## src/rtl/alu_sequencer_if.sv

```systemverilog
// alu_sequencer_if: command and result valid/ready channels (master drives cmd_*/res_ready; slave is the sequencer)
interface alu_sequencer_if #(parameter int WIDTH = 8);
  logic cmd_valid;
  logic cmd_ready;
  logic [2:0] cmd_op;
  logic [WIDTH-1:0] cmd_a;
  logic [WIDTH-1:0] cmd_b;
  logic cmd_use_acc;
  logic cmd_wr_acc;
  logic res_valid;
  logic res_ready;
  logic [WIDTH-1:0] res_data;
  logic res_zero;
  logic res_carry;
  modport master (
    output cmd_valid, cmd_op, cmd_a, cmd_b, cmd_use_acc, cmd_wr_acc, res_ready,
    input cmd_ready, res_valid, res_data, res_zero, res_carry
  );
  modport slave (
    input cmd_valid, cmd_op, cmd_a, cmd_b, cmd_use_acc, cmd_wr_acc, res_ready,
    output cmd_ready, res_valid, res_data, res_zero, res_carry
  );
endinterface

```

## src/rtl/alu_sequencer.sv

```systemverilog
// alu_sequencer: IDLE/EXEC/RESP front-end for an 8-bit ALU; cmd/res channels on s, ALU drive/return on alu_*, plus acc, op_count, busy
module alu_sequencer #(
  parameter int WIDTH = 8,
  parameter int CNT_W = 16,
  parameter int ACC_INIT = 0
) (
  input logic clk,
  input logic rst,
  alu_sequencer_if.slave s,
  output logic [WIDTH-1:0] alu_a,
  output logic [WIDTH-1:0] alu_b,
  output logic [2:0] alu_sel,
  input logic [WIDTH-1:0] alu_out,
  input logic alu_zero,
  input logic alu_carry,
  output logic [WIDTH-1:0] acc,
  output logic [CNT_W-1:0] op_count,
  output logic busy
);
  typedef enum logic [1:0] {IDLE, EXEC, RESP} state_t;
  state_t state, nxt;
  logic wr_acc;
  always_ff @(posedge clk)
    if (rst) state <= IDLE;
    else state <= nxt;
  always_comb
    nxt = state == IDLE ? (s.cmd_valid ? EXEC : IDLE) :
          state == EXEC ? RESP :
          s.res_ready ? IDLE : RESP;
  always_comb begin
    s.cmd_ready = state == IDLE;
    busy = state != IDLE;
  end
  always_ff @(posedge clk) begin
    if (rst) begin
      alu_a <= '0;
      alu_b <= '0;
      alu_sel <= '0;
      wr_acc <= 1'b0;
      s.res_valid <= 1'b0;
      s.res_data <= '0;
      s.res_zero <= 1'b0;
      s.res_carry <= 1'b0;
      acc <= WIDTH'(ACC_INIT);
      op_count <= '0;
    end else begin
      if (state == IDLE && s.cmd_valid) begin
        alu_a <= s.cmd_use_acc ? acc : s.cmd_a;
        alu_b <= s.cmd_b;
        alu_sel <= s.cmd_op;
        wr_acc <= s.cmd_wr_acc;
      end
      if (state == EXEC) begin
        s.res_valid <= 1'b1;
        s.res_data <= alu_out;
        s.res_zero <= alu_zero;
        s.res_carry <= alu_carry;
        if (wr_acc) acc <= alu_out;
      end
      if (state == RESP && s.res_ready) begin
        s.res_valid <= 1'b0;
        op_count <= op_count + 1'b1;
      end
    end
  end
endmodule
```

## src/flat_wrapper.sv

```systemverilog
// flat-port wrapper written by rule: the top's interface ports become plain ports
module alu_sequencer_flat 
#(
  parameter int WIDTH = 8,
  parameter int CNT_W = 16,
  parameter int ACC_INIT = 0
)
  (clk, rst, alu_a, alu_b, alu_sel, alu_out, alu_zero, alu_carry, acc, op_count, busy, s_cmd_valid, s_cmd_op, s_cmd_a, s_cmd_b, s_cmd_use_acc, s_cmd_wr_acc, s_res_ready, s_cmd_ready, s_res_valid, s_res_data, s_res_zero, s_res_carry);
  alu_sequencer_if #(.WIDTH(WIDTH)) s_i ();
  input logic clk;
  input logic rst;
  output logic [WIDTH-1:0] alu_a;
  output logic [WIDTH-1:0] alu_b;
  output logic [2:0] alu_sel;
  input logic [WIDTH-1:0] alu_out;
  input logic alu_zero;
  input logic alu_carry;
  output logic [WIDTH-1:0] acc;
  output logic [CNT_W-1:0] op_count;
  output logic busy;
  input wire logic [$bits(s_i.cmd_valid)-1:0] s_cmd_valid;
  input wire logic [$bits(s_i.cmd_op)-1:0] s_cmd_op;
  input wire logic [$bits(s_i.cmd_a)-1:0] s_cmd_a;
  input wire logic [$bits(s_i.cmd_b)-1:0] s_cmd_b;
  input wire logic [$bits(s_i.cmd_use_acc)-1:0] s_cmd_use_acc;
  input wire logic [$bits(s_i.cmd_wr_acc)-1:0] s_cmd_wr_acc;
  input wire logic [$bits(s_i.res_ready)-1:0] s_res_ready;
  output wire logic [$bits(s_i.cmd_ready)-1:0] s_cmd_ready;
  output wire logic [$bits(s_i.res_valid)-1:0] s_res_valid;
  output wire logic [$bits(s_i.res_data)-1:0] s_res_data;
  output wire logic [$bits(s_i.res_zero)-1:0] s_res_zero;
  output wire logic [$bits(s_i.res_carry)-1:0] s_res_carry;
  assign s_i.cmd_valid = s_cmd_valid;
  assign s_i.cmd_op = s_cmd_op;
  assign s_i.cmd_a = s_cmd_a;
  assign s_i.cmd_b = s_cmd_b;
  assign s_i.cmd_use_acc = s_cmd_use_acc;
  assign s_i.cmd_wr_acc = s_cmd_wr_acc;
  assign s_i.res_ready = s_res_ready;
  assign s_cmd_ready = s_i.cmd_ready;
  assign s_res_valid = s_i.res_valid;
  assign s_res_data = s_i.res_data;
  assign s_res_zero = s_i.res_zero;
  assign s_res_carry = s_i.res_carry;
  alu_sequencer #(.WIDTH(WIDTH), .CNT_W(CNT_W), .ACC_INIT(ACC_INIT)) u_core (.clk(clk), .rst(rst), .s(s_i), .alu_a(alu_a), .alu_b(alu_b), .alu_sel(alu_sel), .alu_out(alu_out), .alu_zero(alu_zero), .alu_carry(alu_carry), .acc(acc), .op_count(op_count), .busy(busy));
endmodule
```

## config.mk

```make
export PLATFORM = sky130hd
export DESIGN_NAME = alu_sequencer_flat
export DESIGN_NICKNAME = d
export VERILOG_FILES = /design/src/rtl/alu_sequencer_if.sv /design/src/rtl/alu_sequencer.sv /design/src/flat_wrapper.sv
export SDC_FILE = /design/constraint.sdc
export NUM_CORES = 1
export LEC_CHECK = 0
export BUFFER_PORTS_ARGS = -buffer_cell sky130_fd_sc_hd__clkbuf_2
export CAP_MARGIN = 20
export CORE_ASPECT_RATIO = 1.4
export CORE_MARGIN = 1.5
export CORE_UTILIZATION = 40
export CTS_CLUSTER_SIZE = 12
export DETAILED_ROUTE_END_ITERATION = 6
export GPL_TIMING_DRIVEN = 0
export PLACE_DENSITY = 0.68
export SYNTH_ARGS = -nofsm -noshare
export SYNTH_HDL_FRONTEND = slang
export SYNTH_SLANG_ARGS = --single-unit
```

## constraint.sdc

```tcl
create_clock -name clk -period 3.2 [get_ports clk]
set_input_delay 0.16 -clock clk [delete_from_list [all_inputs] [get_ports clk]]
set_output_delay 0.16 -clock clk [all_outputs]
set_load 0.05 [all_outputs]
```

# After elaboration in Yosys (flattened, before gate mapping)
# Index checks and enable logic that the tools add are counted.
# W data, S select, Z words.
# totals
register_bits	57
latchBits	0
mem_bits_rw	0
romBits	0
in_bits	35
out_inout_bits	56
elab_cells	25
memories	0
# op_classes
addsub	1
mul	0
n_div	0
n_lt_le_gt_ge	0
n_eq_ne	2
n_shift	0
mux	5
n_bitwise	0
reduce_logical	6
# op_table
cell	count
$add A16 B1 Y16 const B	1
$mux W8	1
$mux W2	3
$eq A2 B1 Y1 const B	1
$eq A2 B2 Y1 const B	1
$logic_and A1 B1 Y1	2
$logic_not A2 Y1	1
$reduce_and A2 Y1	1
$reduce_bool A2 Y1	1
$reduce_or A2 Y1	1
$mux W1	1

# Depth between registers and ports, before layout
# depth
depth_word	3
mapped_depth	6
ltp_nobuf	5

# Worst setup path before layout
# OpenSTA, ideal clock, no wires.
# synth_timing
path_type	register to register
from	register u_core.op_count[0]
to	register u_core.op_count[14]
setup_time_ns	0.070
arrival_time_ns	1.913
path_slack_ns	1.217
stages_incl_launch_ff	6
n_path_buf	0
path_cell_list	dfxtp_1 ha_1 and4b_1 nand2_1 or4_1 a21oi_1
# synth_between
elab_chain_len	1
# synth_lines
item	line	source
start, declared	alu_sequencer.sv:17	output logic [CNT_W-1:0] op_count,
start signal, assigned	alu_sequencer.sv:62	op_count <= op_count + 1'b1;
$add A16 B1 Y16	alu_sequencer.sv:62	
# Every way passes these cells.
# A chain may end at the register's enable or synchronous reset.

# Worst setup path after layout
# Same ends and word-level chain as after synthesis.

==> insert_results.sql <==
INSERT INTO impl_metrics (metric_group, metric, value, unit) VALUES
('floorplanning', 'chipHeight', '91.36', 'µm'),
('synth', 'synth_seq_cells', '57', ''),
('worst_setup_path', 'reg2reg_slack', '1.41', 'ns'),
('synth', 'yosysMostFrequentCell', 'sky130_fd_sc_hd__nand2_1', ''),
('worst_setup_path', 'arrival_worst_endpoint', '2.05', 'ns'),
('place', 'dp_wirelength', '4120', 'µm'),
('power_and_ir_drop', 'p_sw', '488.5', 'µW'),
('worst_setup_path', 'worst_r2r_startpoint', 'u_core.op_count[0]$_SDFFE_PP0P_', ''),
('worst_setup_path', 'critical_path.startpoint_type', 'flip-flop', ''),
('worst_setup_path', 'worst_reg_to_reg_cells', '5', ''),
('synth', 'async_reset_ff_frac', '0', ''),
('sta', 'worst_slew_margin_rel', '0.6329', ''),
('sta', 'hold_viol', '0', ''),
('clocking', 'cts_made_buffers', '9', ''),
('floorplanning', 'die-area', '0.006040', 'mm²'),
('worst_setup_path', 'worst-path-max-fanout', '6', ''),
('place', 'post-place-ws', '1.408', 'ns'),
('floorplanning', 'row_count', '32', ''),
('drt', 'finalWirelength', '5420', 'µm'),
('status', 'outcome', 'finished, final reports clean', ''),
('clocking', 'post_cts_resize_count', '0', ''),
('clocking', 'post_cts_buffers', '0', ''),
('cells_and_area', 'fin_util', '0.5448', ''),
('place', 'rd_place_congestion', '0.7339', ''),
('sta', 'clock_period_minus_worst_slack', '1.790', 'ns'),
('synth', 'synth_common_cells', 'sky130_fd_sc_hd__nand2_1, sky130_fd_sc_hd__dfxtp_1, sky130_fd_sc_hd__a21oi_1', ''),
('sta', 'hold-worst-slack', '0.03179', 'ns'),
('clocking', 'cts-htree-levels', '3', ''),
('synth', 'netlist.top_cell.by_area', 'sky130_fd_sc_hd__dfxtp_1', ''),
('grt', 'first_global_vias', '2035', ''),
('cells_and_area', 'antennaDiodeCount', '0', ''),
('cells_and_area', 'fillCellCount', '564', ''),
('drt', 'antenna_left', '0', ''),
('sta', 'setup_slack', '1.410', 'ns'),
('synth', 'netlist_top_cells_area', 'sky130_fd_sc_hd__dfxtp_1, sky130_fd_sc_hd__nand2_1, sky130_fd_sc_hd__a21oi_1', ''),
('synth', 'mappedNetlistArea', '0.002231', 'mm²'),
('clocking', 'clockRootBuffer', 'sky130_fd_sc_hd__clkbuf_8', ''),
('floorplanning', 'starting_density', '0.4097', ''),
('clocking', 'tritoncts', 'done', ''),
('synth', 'synth_compound_area_frac', '0.1262', ''),
('sta', 'final.period_utilization', '0.5594', ''),
('power_and_ir_drop', 'ir_worst_vdd', '0.0002781', 'V'),
('worst_setup_path', 'timing_worst_setup_path_type', 'flip-flop to flip-flop', ''),
('cells_and_area', 'finalNetCount', '400', ''),
('worst_setup_path', 'r2r_end', 'u_core.op_count[14]$_SDFFE_PP0P_', ''),
('clocking', 'insertion_delay', '0.34', 'ns'),
('synth', 'synth.distinct_cells', '32', ''),
('power_and_ir_drop', 'power_frac_comb', '0.147', ''),
('power_and_ir_drop', 'power_frac_clock', '0.415', ''),
('power_and_ir_drop', 'power.switching_fraction', '0.2826', ''),
('drt', 'routed_wire_length_per_instance', '12.40', 'µm'),
('drt', 'detail_route.drc_violations', '0', ''),
('sta', 'max_clock_skew', '0.008509', 'ns'),
('synth', 'synth_sequential_area_ratio', '0.5115', ''),
('synth', 'synthesis.yosys.warnings', '0', ''),
('drt', 'routed_via_density', '4.895', ''),
('synth', 'ys_flop_type', 'sky130_fd_sc_hd__dfxtp_1', ''),
('power_and_ir_drop', 'seq_power_share', '0.438', ''),
('grt', 'grt_pass1_wl', '8956', 'µm'),
('sta', 'finalSetupViolations', '0', ''),
('clocking', 'clock_sink_count', '57', ''),
('synth', 'synth_edf_count', '0', ''),
('run', 'maxCapViolations', '0', ''),
('synth', 'synth_top_family_by_area', 'simple AND/OR/NAND/NOR gates', ''),
('place', 'io_buffer_count', '88', ''),
('floorplanning', 'die_w', '66.12', 'µm'),
('synth', 'avgSynthCellArea', '8.418', 'µm²'),
('worst_setup_path', 'critical_path.endpoint_type', 'flip-flop', ''),
('worst_setup_path', 'cp-startpoint', 'u_core.op_count[0]$_SDFFE_PP0P_', ''),
('power_and_ir_drop', 'intPower', '1.240', 'mW'),
('worst_setup_path', 'required', '3.46', 'ns');
-- layout by cell type, fill, tap and decap left out, drive strengths merged --
cell	instances
a211oi	8
a21oi	36
a31o	1
and2	1
and4b	1
buf	7
bufinv	2
clkbuf	106
clkinv	3
clkinvlp	1
dfxtp	57
ha	1
inv	6
mux2i	9
nand2	59
nand2b	1
nand3	12
nand4	3
nand4b	1
nor2	23
nor2b	1
nor3	4
nor3b	1
nor4	1
o21ai	2
o31ai	3
or2	2
or3	4
or4	4
xnor2	6
xor2	3
-- worst min path at each step --
stage / startpoint / endpoint / cells past startpoint
floorplan: s_cmd_b[7] / u_core.alu_b[7]$_SDFFE_PP0P_ / 2
global placement: s_cmd_b[2] / u_core.alu_b[2]$_SDFFE_PP0P_ / 3
detailed placement: s_cmd_b[7] / u_core.alu_b[7]$_SDFFE_PP0P_ / 3
CTS: s_cmd_b[0] / u_core.alu_b[0]$_SDFFE_PP0P_ / 3
global route: s_cmd_b[3] / u_core.alu_b[3]$_SDFFE_PP0P_ / 3
finish: s_cmd_b[0] / u_core.alu_b[0]$_SDFFE_PP0P_ / 3
-- cell type report --
type	instances	share of cell area
buffer	15	0.02024
clock buffer	10	0.04302
clock inverter	6	0.02784
inverter	6	0.007592
multi-input combinational	187	0.3395
sequential	57	0.3846
tap	68	0.02868
timing repair buffer	88	0.1485
-- critical path: stages, from the launching register on --
cell                      delay (ns)
sky130_fd_sc_hd__dfxtp_1        0.39
sky130_fd_sc_hd__ha_1           0.20
sky130_fd_sc_hd__and4b_1        0.26
sky130_fd_sc_hd__nand2_1        0.17
sky130_fd_sc_hd__or4_1          0.55
sky130_fd_sc_hd__a21oi_1        0.15
-- flip-flops by register name, summed over array words and instances, names as in the netlist --
name / flops
u_core.s.res_data: 8
u_core.alu_b: 8
u_core.s.res_valid: 1
u_core.state: 2
u_core.alu_sel: 3
u_core.s.res_zero: 1
u_core.op_count: 16
u_core.wr_acc: 1
u_core.alu_a: 8
u_core.acc: 8
u_core.s.res_carry: 1
-- per-stage QoR --
step                      instance area (µm²)  power (mW)  cells
after global placement                   2756       1.025    421
after global routing                     2967       1.799    437
after CTS                                2967       1.747    437
after floorplan                          2231      0.9554    265
final                                    2967       1.729    437
after detailed placement                 2756       1.029    421
-- power by group through the flow --
| stage | Clock, mW | Combinational (mW) | Sequential [mW] |
|---|---|---|---|
| after floorplan | 0 | 0.0880 | 0.867 |
| after global placement | 0 | 0.254 | 0.771 |
| after detailed placement | 0 | 0.256 | 0.773 |
| after CTS | 0.733 | 0.257 | 0.757 |
| after global routing | 0.763 | 0.276 | 0.761 |
| final | 0.718 | 0.254 | 0.757 |
-- kinds of logic after synthesis --
group / Yosys count
fa+ha+maj: 1
buf+inv: 21
flops: 57
mux: 9
xor+xnor: 9
simple gates: 118
compound gates: 50
-- routing by layer --
layer / vias to the layer above / global-route usage / share of wire
met1: 966 / 0.2126 / 0.41
li1: 1096 / - / -
met3: 13 / 0.04709 / 0.056
met5: - / 0 / 0
met2: 64 / 0.3192 / 0.50
met4: 0 / 0.1293 / 0.030
No activity file was read; power rests on OpenSTA's default activity.
